### config.mk
export PLATFORM = sky130hd
export DESIGN_NAME = seq_detect_ctrl
export DESIGN_NICKNAME = d
export VERILOG_FILES = /design/src/rtl/seq_detect_ctrl.sv
export SDC_FILE = /design/constraint.sdc
export NUM_CORES = 1
export LEC_CHECK = 0
export CAP_MARGIN = 20
export CORE_ASPECT_RATIO = 1.25
export CORE_UTILIZATION = 45
export CTS_CLUSTER_DIAMETER = 100
export DETAILED_ROUTE_END_ITERATION = 8
export PLACE_DENSITY = 0.71
export SKIP_LAST_GASP = 1
export SYNTH_ARGS = -nofsm -noshare
export SYNTH_HDL_FRONTEND = slang
export SYNTH_SLANG_ARGS = --single-unit
### constraint.sdc
create_clock -name clock -period 2.5 [get_ports clock]
set_input_delay 0.375 -clock clock [delete_from_list [all_inputs] [get_ports clock]]
set_output_delay 0.375 -clock clock [all_outputs]
set_load 0.005 [all_outputs]
### src/rtl/seq_detect_ctrl.sv
// -----------------------------------------------------------------------------
// seq_detect_ctrl
// Serializes parallel input words MSB first and searches the resulting bit
// stream for a programmable PAT_LEN-bit pattern. A frame is a run of words
// closed by one marked in_last. Matches may overlap and may span word
// boundaries inside a frame. Matches are counted per frame.
//
// Ports
//   clock        single clock, rising edge
//   reset        synchronous, active-high
//   cfg_we       pattern write strobe (honoured only while idle between frames)
//   cfg_pattern  new pattern, MSB is matched first
//   in_valid     input word offered
//   in_ready     input word can be accepted (high in IDLE)
//   in_data      input word, serialized MSB first
//   in_last      word is the final word of its frame
//   bit_valid    bit_out is being evaluated this cycle
//   bit_out      current serialized bit
//   match        one-cycle pulse per pattern occurrence
//   match_count  saturating count of matches in the current or last frame
//   busy         a frame is in progress
//   done         one-cycle frame-complete pulse
// -----------------------------------------------------------------------------
module seq_detect_ctrl #(
    parameter int DATA_W  = 8,
    parameter int PAT_LEN = 5,
    parameter int CNT_W   = 8
) (
    input  logic               clock,
    input  logic               reset,
    input  logic               cfg_we,
    input  logic [PAT_LEN-1:0] cfg_pattern,
    input  logic               in_valid,
    output logic               in_ready,
    input  logic [DATA_W-1:0]  in_data,
    input  logic               in_last,
    output logic               bit_valid,
    output logic               bit_out,
    output logic               match,
    output logic [CNT_W-1:0]   match_count,
    output logic               busy,
    output logic               done
);

    typedef enum logic [1:0] {
        IDLE,
        SHIFT,
        DONE
    } state_t;

    localparam int BIT_W  = $clog2(DATA_W + 1);
    localparam int FILL_W = $clog2(PAT_LEN + 1);
    localparam logic [BIT_W-1:0]  BIT_LAST    = BIT_W'(DATA_W - 1);
    localparam logic [FILL_W-1:0] FILL_MAX    = FILL_W'(PAT_LEN);
    localparam logic [31:0]       PAT_DEFAULT = 32'b11001;

    state_t               state;
    state_t               state_next;
    logic [DATA_W-1:0]    shreg;
    logic                 last_q;
    logic [BIT_W-1:0]     bit_cnt;
    logic [PAT_LEN-1:0]   history;
    logic [FILL_W-1:0]    fill;
    logic [PAT_LEN-1:0]   pattern;
    logic                 frame_active;
    logic                 accept;
    logic [PAT_LEN-1:0]   hist_next;
    logic [FILL_W-1:0]    fill_next;
    logic                 hit;

    // State register: reset wins over everything, including a frame mid-SHIFT.
    always_ff @(posedge clock) begin
        if (reset) begin
            state <= IDLE;
        end else begin
            state <= state_next;
        end
    end

    // Next-state and per-state outputs. A word is taken only in IDLE, so
    // in_ready doubles as the accept qualifier. After the last bit of a word
    // we either close the frame (DONE) or go back for the next word (IDLE).
    always_comb begin
        state_next = state;
        in_ready   = 1'b0;
        bit_valid  = 1'b0;
        bit_out    = 1'b0;
        done       = 1'b0;
        accept     = 1'b0;
        case (state)
            IDLE: begin
                in_ready = 1'b1;
                if (in_valid) begin
                    accept     = 1'b1;
                    state_next = SHIFT;
                end
            end
            SHIFT: begin
                bit_valid = 1'b1;
                bit_out   = shreg[DATA_W-1];
                if (bit_cnt == BIT_LAST) begin
                    state_next = last_q ? DONE : IDLE;
                end
            end
            DONE: begin
                done       = 1'b1;
                state_next = IDLE;
            end
            default: begin
                state_next = IDLE;
            end
        endcase
    end

    // History after taking in the current bit (newest bit in the LSB). A hit
    // needs a full window, so the first PAT_LEN-1 bits of a frame never match.
    assign hist_next = {history[PAT_LEN-2:0], bit_out};
    assign fill_next = (fill == FILL_MAX) ? fill : fill + 1'b1;
    assign hit       = (hist_next == pattern) && (fill_next == FILL_MAX);
    assign busy      = (state != IDLE) || frame_active;

    // Datapath. History, fill and count survive between words of a frame so
    // patterns spanning a word boundary are still seen; they are cleared only
    // when the first word of a new frame is accepted. The pattern may change
    // only between frames, and a write on the same edge as the first accept
    // is already in place for the first compare of that frame.
    always_ff @(posedge clock) begin
        if (reset) begin
            shreg        <= '0;
            last_q       <= 1'b0;
            bit_cnt      <= '0;
            history      <= '0;
            fill         <= '0;
            pattern      <= PAT_DEFAULT[PAT_LEN-1:0];
            frame_active <= 1'b0;
            match        <= 1'b0;
            match_count  <= '0;
        end else begin
            match <= 1'b0;
            if (cfg_we && (state == IDLE) && !frame_active) begin
                pattern <= cfg_pattern;
            end
            if (accept) begin
                shreg   <= in_data;
                last_q  <= in_last;
                bit_cnt <= '0;
                if (!frame_active) begin
                    match_count  <= '0;
                    history      <= '0;
                    fill         <= '0;
                    frame_active <= 1'b1;
                end
            end
            if (state == SHIFT) begin
                shreg   <= {shreg[DATA_W-2:0], 1'b0};
                bit_cnt <= bit_cnt + 1'b1;
                history <= hist_next;
                fill    <= fill_next;
                if (hit) begin
                    match <= 1'b1;
                    if (match_count != '1) begin
                        match_count <= match_count + 1'b1;
                    end
                end
            end
            if (state == DONE) begin
                frame_active <= 1'b0;
            end
        end
    end

endmodule

==> impl_metrics.tcl, run 1 <==
set metrics [dict create \
    grt_overflow 0 \
    regArea_sq_um 741 \
    synthSimpleGateAreaFrac_pct 29.8 \
    n_fill_cell 364 \
    n_antenna_cell 0 \
    routed_wl_um 3640 \
    synth-compound-area-share_pct 15.4 \
    wire_per_inst_um 12.1 \
    portBuffers 31 \
    synth_nets 234 \
    final_cells 300 \
    numClockSinks 37 \
    cts_hold_buffers 0 \
    postCtsSetupBuffers 0 \
    drc 0 \
    timing.final.setup_violations 0 \
    die_h_um 73.0 \
    clk_latency_ps 290 \
    nets 267 \
    drtAntennaViolNets 0 \
    clock_skew_ps 9.02 \
    fp.dieArea_sq_mm 0.00429 \
    cts.clk_slew.worst_paths_ps 70 \
    num_vias 1573 \
    grt_max_degree 23 \
    cp_max_fo 10 \
    globalplace.congestion 0.782 \
    final_cell_mix "dfxtp_1, clkdlybuf4s50_1, nand2_1, a21oi_1, nor2_1" \
    synth_fa_ha_area_share_pct 2.76 \
    drt_iter0_drc 67 \
    multiInputGateArea_sq_mm 0.00100 \
    grt_use_total_pct 18.6 \
    synth_ff_type "dfxtp_1" \
    slew_headroom_pct 63.4 \
    slew_viol_final 0 \
    die_w_um 58.8 \
    final_common_cell "dfxtp_1" \
    area_delta_synth_final_pct 26.0 \
    cts_resized 0 \
    cp.required_ps 2690 \
    p_int_mw 0.912 \
    synth_cells 212 \
    netlist_area_sq_mm 0.00181 \
    antenna_found_initial 0 \
    synth_top_family_by_area "simple AND/OR/NAND/NOR gates" \
    tightest_slew_ps 547 \
    synthMuxAreaShare_pct 3.93 \
    ios 32 \
    drive_gt1_share_pct 9.76 \
    p_per_area_mw_per_mm2 537 \
    rsz0062_at_grt "no" \
    crit_path_end_kind "flip-flop" \
    initial_core_util_pct 47.5 \
    leakage_nw 0.889 \
    grt_pass1_wl_um 6180 \
    cts_tree "done" \
    p_sw_share_pct 25.7 \
    cp.arrival_ps 2360 \
    dp.cells 292 \
    fp-row-count 25 \
    clockBufferDepth 2 \
    period_share_pct 86.6 \
    cts_buffers 5 \
    ys_seq_area_share_pct 40.8 \
    fin_crit_ps 2170 \
    power_frac_clock_pct 35.9 \
    viasPerCell 5.24 \
    path_class "flip-flop to flip-flop" \
    status "finished, final reports clean" \
    finalSetupTns_ps 0 \
    synth_xor_area_share_pct 3.38 \
    hpwl_um 2590 \
    power.switching_mw 0.316 \
    fmax_mhz 462 \
    worstHoldPathType "flip-flop to flip-flop" \
    ys_async_sr_fraction_pct 0 \
    htree_levels 2 \
    ys_warn_count 0 \
    finalHoldViolCount 0 \
    synth_edf_count 0 \
    yosysUniqueCellTypes 47 \
    ir_drop_v 0.000337 \
    grt_pass1_vias 1356 \
    pwr-share-comb_pct 12.8 \
    start_kind "flip-flop" \
    root_buffer "clkbuf_8" \
    power_frac_seq_pct 51.3 \
    core_sq_mm 0.00382 \
    postSynthAreaPerCell_sq_um 8.56 \
    drt-pass1-iter-count 4 \
    max_cap_violations 0 \
    yosys_register_bits 37 \
]
[Yosys cell counts (2+ instances only)]
cell type	number	area, sq um
dfxtp_1	37	741
nand2_1	28	105
a21oi_1	25	125
nor2_1	18	67.6
nand3_1	9	45.0
clkbuf_1	8	30.0
inv_1	8	30.0
a22oi_1	7	52.6
xor2_1	7	61.3
mux2i_1	6	60.1
nor3_1	5	25.0
ha_1	4	50.1
nand2b_1	4	25.0
a211o_1	3	26.3
nand3b_1	3	22.5
a31oi_1	2	12.5
and3_1	2	12.5
and4b_1	2	20.0
buf_2	2	10.0
nor4bb_1	2	20.0
o211ai_1	2	15.0
o21ai_0	2	10.0
or3_1	2	12.5
[kinds of logic (layout without fill, tap and decap cells)]
| group | Yosys count | after routing |
|---|---|---|
| fa+ha+maj | 4 | 4 |
| buf+inv | 18 | 52 |
| flops | 37 | 37 |
| xor+xnor | 7 | 7 |
| compound gates | 45 | 45 |
| mux | 7 | 7 |
| simple gates | 94 | 94 |
[final timing paths]
check | from | to | slack [ps] | cells after the start
worst max-delay path | fill[1]$_SDFFE_PP0P_ | match_count[2]$_SDFF_PP0_ | 330 | 7
worst min-delay path | last_q$_SDFFE_PP0N_ | last_q$_SDFFE_PP0N_ | 460 | 2
worst max register to register | fill[1]$_SDFFE_PP0P_ | match_count[2]$_SDFF_PP0_ | 330 | 7
worst min register to register | last_q$_SDFFE_PP0N_ | last_q$_SDFFE_PP0N_ | 460 | 2
[state kept, by name, indices dropped and copies added (netlist names)]
signal and count:
shreg 8, match 1, frame_active 1, bit_cnt 4, match_count 8, last_q 1
state 2, history 4, pattern 5, fill 3
[worst max-delay path, cell delays in order, from the launching register on]
cell,delay [ps]
dfxtp_1,370
inv_1,50
ha_1,290
nor4b_1,340
a211oi_2,180
nand3b_4,250
or4b_1,500
o311ai_1,90
[per-stage QoR]
stage	instance area (sq um)	setup slack (ps)	hold slack [ps]	power (mW)	utilization (%)
after floorplan	1810	585	431	0.737	-
after global placement	2190	319	441	0.800	57.4
after detailed placement	2190	271	448	0.802	57.4
after CTS	2290	321	459	1.24	59.9
after global routing	2290	184	472	1.29	59.9
final	2290	334	456	1.23	59.9
[power groups by stage]
stage          combinational [mW]  clock (mW)  sequential, mW
4_1_cts                     0.158       0.452           0.630
6_report                    0.158       0.441           0.630
3_3_place_gp                0.156           0           0.643
5_1_grt                     0.176       0.483           0.633
3_5_place_dp                0.158           0           0.644
2_1_floorplan              0.0968           0           0.640
[per-layer routing]
metal / share of wire [%] / track usage (%)
met1: 48 / 24.8
met2: 46 / 29.3
met3: 4.1 / 4.61
met4: 1.5 / 6.35
met5: 0 / 0
[final cells by class]
cell class / instances / area share (%)
flip-flops and latches: 37 / 32.4
clock buffers: 6 / 3.61
repair buffers: 36 / 15.2
clock inverters: 2 / 0.602
well taps: 54 / 2.96
inverters: 8 / 1.31
multi-input cells: 157 / 43.9
Note: power is estimated with default switching activity, not from simulation.
==> inputs of run 2 (changes only) <==
--- a/config.mk
+++ b/config.mk
@@ -10,7 +10,9 @@
 export CORE_UTILIZATION = 45
 export CTS_CLUSTER_DIAMETER = 100
 export DETAILED_ROUTE_END_ITERATION = 8
-export PLACE_DENSITY = 0.71
+export DONT_BUFFER_PORTS = 1
+export PLACE_DENSITY = 0.61
+export SKIP_CTS_REPAIR_TIMING = 1
 export SKIP_LAST_GASP = 1
 export SYNTH_ARGS = -nofsm -noshare
 export SYNTH_HDL_FRONTEND = slang
==> run 2 against run 1 <==
Effect of this change: utilization decreased by 9.2 points; clock-buffer cell count grew 1; via count fell by 6.0%; clock power is 7.0% lower.
==> impl_metrics.tcl, run 2 (synthesis results as in run 1) <==
set metrics [dict create \
    viasPerCell 5.60 \
    drt-pass1-iter-count 4 \
    hpwl_um 2580 \
    ir_drop_v 0.000311 \
    routed_wl_um 3580 \
    timing.final.setup_violations 0 \
    cts.clk_slew.worst_paths_ps 70 \
    grt_max_degree 41 \
    grt_use_met2_pct 30.8 \
    antenna_found_initial 0 \
    numClockSinks 37 \
    cp.arrival_ps 2320 \
    period_share_pct 85.3 \
    rr_endpoint "match_count[2]$_SDFF_PP0_" \
    ios 32 \
    gr-usage-met1_pct 21.9 \
    n_antenna_cell 0 \
    max_cap_violations 0 \
    portBuffers 0 \
    globalplace.congestion 0.783 \
    worstHoldPathType "input pin to flip-flop" \
    grt_pass1_vias 1418 \
    num_vias 1478 \
    clock_skew_ps 4.14 \
    status "finished, final reports clean" \
    cts_tree "done" \
    endpoint "match_count[2]$_SDFF_PP0_" \
    crit_path_end_kind "flip-flop" \
    drc 0 \
    fin_crit_ps 2130 \
    start_kind "flip-flop" \
    wire_per_inst_um 13.6 \
    final_common_cell "dfxtp_1" \
    power_mw 1.15 \
    path_class "flip-flop to flip-flop" \
    area_delta_synth_final_pct 6.69 \
    p_per_area_mw_per_mm2 592 \
    hp-start "reset" \
    die_w_um 58.8 \
    final_cell_mix "dfxtp_1, nand2_1, a21oi_1, nor2_1, nand3_1" \
    use_met3_pct 6.56 \
    n_fill_cell 398 \
    drtAntennaViolNets 0 \
    htree_levels 2 \
    fmax_mhz 469 \
    initial_core_util_pct 47.5 \
    drt_iter0_drc 42 \
    core_sq_mm 0.00382 \
    finalHoldViolCount 0 \
    fp.dieArea_sq_mm 0.00429 \
    clockBufferDepth 2 \
    finalSetupTns_ps 0 \
    r2r_slack_ps 370 \
    drive_gt1_share_pct 8.57 \
    reg_top3 "match_count: 8 flops, shreg: 8 flops, pattern: 5 flops" \
    grt_use_total_pct 18.8 \
    reg2reg_from "fill[1]$_SDFFE_PP0P_" \
    tightest_slew_ps 511 \
    grt_overflow 0 \
    fp-row-count 25 \
    nets 232 \
    top_usage_layer "met2" \
    root_buffer "clkbuf_8" \
    slew_viol_final 0 \
    clk_latency_ps 280 \
    cp_max_fo 10 \
    rsz0062_at_grt "no" \
    grt_pass1_wl_um 6220 \
    critPathLaunch "fill[1]$_SDFFE_PP0P_" \
    cts_buffers 5 \
    cp.required_ps 2690 \
    die_h_um 73.0 \
    slew_headroom_pct 65.8 \
    r2r_cells 7 \
    leakage_nw 0.747 \
]
-- run 2: changes by cell type in the layout (fill, tap and decap cells not counted) --
| cell | previous run | this run |
|---|---|---|
| clkdlybuf4s50_1 | 31 | 0 |
| buf_4 | 5 | 1 |
| clkbuf_1 | 0 | 1 |
| clkinv_2 | 1 | 0 |
| clkinv_4 | 1 | 0 |
-- run 2: cell type report --
cell class	count	area, sq um	share of cell area, %
sequential	37	741	38.3
timing repair buffer	1	7.51	0.388
tap	54	67.6	3.49
clock buffer	7	86.3	4.46
multi-input combinational	157	1000	51.8
inverter	8	30.0	1.55
-- run 2: metrics by stage --
stage | cell area [sq um] | setup slack, ps | util (%) | hold slack, ps | cells
after global placement | 1850 | 489 | 48.5 | 438 | 257
after detailed placement | 1850 | 375 | 48.5 | 438 | 257
after global routing | 1940 | 181 | 50.7 | 139 | 264
after CTS | 1940 | 364 | 50.7 | 144 | 264
after floorplan | 1810 | 585 | - | 431 | 212
final | 1940 | 368 | 50.7 | 161 | 264
-- run 2: where the power goes --
group,switching (mW),internal (mW)
registers,0.0182,0.613
logic,0.0648,0.0407
clock network,0.191,0.219
total,0.275,0.872
-- run 2: layer usage --
metal | vias to the layer above | part of all wire, %
li1 | 746 | -
met5 | - | 0
met2 | 35 | 49
met1 | 695 | 44
met4 | 0 | 0.86
met3 | 2 | 6.0
-- run 2: worst min path at each step --
stage	endpoint	depth (start not counted)
final	match_count[3]$_SDFF_PP0_	1
after global routing	match_count[3]$_SDFF_PP0_	1
after CTS	match_count[3]$_SDFF_PP0_	1
after detailed placement	last_q$_SDFFE_PP0N_	2
after global placement	shreg[6]$_SDFFE_PP0P_	2
after floorplan	last_q$_SDFFE_PP0N_	2
-- run 2: worst max-delay path, stage by stage (launching register included) --
cell and delay [ps]:
dfxtp_1 360, inv_1 60, ha_1 310, nor4b_1 320, a211oi_2 160, nand3b_4 240, or4b_1 510, o311ai_1 90
==> inputs of run 3 (changes only) <==
--- a/config.mk
+++ b/config.mk
@@ -7,6 +7,7 @@
 export LEC_CHECK = 0
 export CAP_MARGIN = 20
 export CORE_ASPECT_RATIO = 1.25
+export CORE_MARGIN = 3
 export CORE_UTILIZATION = 45
 export CTS_CLUSTER_DIAMETER = 100
 export DETAILED_ROUTE_END_ITERATION = 8
==> run 3 against run 2 <==
Effect of this change: die area up 13%; clock-buffer cell count shrank 1; sequential share of layout area increased by 0.074 points; clock power down 4%; utilization shrank 0.098 points; clock skew shrank 0.77 ps; worst setup slack worse by 12 ps; final area is 0.19% lower; non-clock buffer count unchanged; sequential power hardly changed; cell count up 0.38%; critical path depth did not move; largest cell class unchanged.
==> impl_metrics.tcl, run 3 (synthesis results as in run 1) <==
set metrics [dict create \
    routed_wl_um 3750 \
    worstHoldPathType "input pin to flip-flop" \
    num_vias 1501 \
    cp_slowest_cell "or4b_1" \
    cp.required_ps 2680 \
    fp.dieArea_sq_mm 0.00483 \
    viasPerCell 5.66 \
    cp.buffers_inverters 1 \
    grt_max_degree 41 \
    crit_path_end_kind "flip-flop" \
    root_buffer "clkbuf_8" \
    cts.clk_slew.worst_paths_ps 70 \
    hpwl_um 2710 \
    tightest_slew_ps 510 \
    cp.arrival_ps 2330 \
    slew_viol_final 0 \
    grt_pass1_vias 1462 \
    drive_gt1_share_pct 9.00 \
    clockBufferDepth 2 \
    rsz0062_at_grt "no" \
    grt_use_total_pct 16.4 \
    slew_headroom_pct 66.0 \
    fmax_mhz 466 \
    timing.final.setup_violations 0 \
    final_area_sq_mm 0.00193 \
    drc 0 \
    reg_top3 "match_count: 8 flops, shreg: 8 flops, pattern: 5 flops" \
    worst_slack_ps 356 \
    finalHoldViolCount 0 \
    p_per_area_mw_per_mm2 586 \
    top_usage_layer "met2" \
    die_w_um 62.8 \
    n_antenna_cell 0 \
    area_delta_synth_final_pct 6.48 \
    portBuffers 0 \
    path_class "flip-flop to flip-flop" \
    place_area_sq_mm 0.00185 \
    globalplace.congestion 0.779 \
    ios 32 \
    n_fill_cell 389 \
    drt-pass1-iter-count 4 \
    gr-usage-met1_pct 19.2 \
    numClockSinks 37 \
    grt_overflow 0 \
    regArea_sq_um 741 \
    htree_levels 2 \
    ir_drop_v 0.000353 \
    status "finished, final reports clean" \
    final_common_cell "dfxtp_1" \
    crit_path_max_incr_delay_ps 510 \
    worst_hold_slack_ps 163 \
    dp_slack_ps 386 \
    cp_cell_sequence "inv_1 -> ha_1 -> nor4b_1 -> a211oi_2 -> nand3b_4 -> or4b_1 -> o311ai_1" \
    multiInputGateArea_sq_mm 0.00100 \
    wire_per_inst_um 14.2 \
    max_cap_violations 0 \
    use_met3_pct 4.98 \
    core_sq_mm 0.00382 \
    final_util_pct 50.6 \
    cts_buffers 5 \
    drt_iter0_drc 133 \
    cp_max_fo 10 \
    die_h_um 77.0 \
    clk_latency_ps 280 \
    antenna_found_initial 0 \
    period_share_pct 85.7 \
    critPathTopFamily "simple AND/OR/NAND/NOR gates" \
    final_cell_mix "dfxtp_1, nand2_1, a21oi_1, nor2_1, nand3_1" \
    clock_skew_ps 3.37 \
    initial_core_util_pct 47.5 \
    fin_crit_ps 2140 \
    fp-row-count 25 \
    start_kind "flip-flop" \
    grt_pass1_wl_um 6500 \
    grt_use_met2_pct 27.7 \
    cts_tree "done" \
    nets 232 \
    drtAntennaViolNets 0 \
    finalSetupTns_ps 0 \
    leakage_nw 0.748 \
]
==> run 3: changes by cell type in the layout (fill, tap and decap cells not counted) <==
cell	change
clkinv_2	+2
clkbuf_8	-1
==> run 3: path summary, 6_finish.rpt <==
check | end | depth (start not counted) | from | slack, ps
worst min register to register | shreg[4]$_SDFFE_PP0P_ | 2 | shreg[4]$_SDFFE_PP0P_ | 450
worst max-delay path | match_count[2]$_SDFF_PP0_ | 7 | fill[1]$_SDFFE_PP0P_ | 360
worst max register to register | match_count[2]$_SDFF_PP0_ | 7 | fill[1]$_SDFFE_PP0P_ | 360
worst min-delay path | match_count[3]$_SDFF_PP0_ | 1 | reset | 160
==> run 3: routing by layer <==
metal	vias to the layer above	routed length, um
met5	-	0
met4	0	35
met3	4	232
met2	36	1820
met1	710	1660
li1	751	-
==> run 3: worst reg2reg max path, stage by stage, from the launching register on <==
cell and delay, ps:
dfxtp_1 370, inv_1 60, ha_1 300, nor4b_1 330, a211oi_2 160, nand3b_4 240
or4b_1 510, o311ai_1 90
==> run 3: stage by stage <==
| stage | instances | power (mW) |
|---|---|---|
| after floorplan | 212 | 0.737 |
| after global placement | 257 | 0.747 |
| after detailed placement | 257 | 0.752 |
| after CTS | 265 | 1.15 |
| after global routing | 265 | 1.19 |
| final | 265 | 1.13 |
==> run 3: cell type report <==
class | instances | share of cell area [%]
clock inverters | 2 | 0.518
well taps | 54 | 3.50
inverters | 8 | 1.55
flip-flops and latches | 37 | 38.3
repair buffers | 1 | 0.389
multi-input cells | 157 | 51.9
clock buffers | 6 | 3.76
==> run 3: report_power, final <==
part           internal (mW)  switching, mW
clock network          0.193          0.200
registers              0.613         0.0184
logic                 0.0407         0.0661
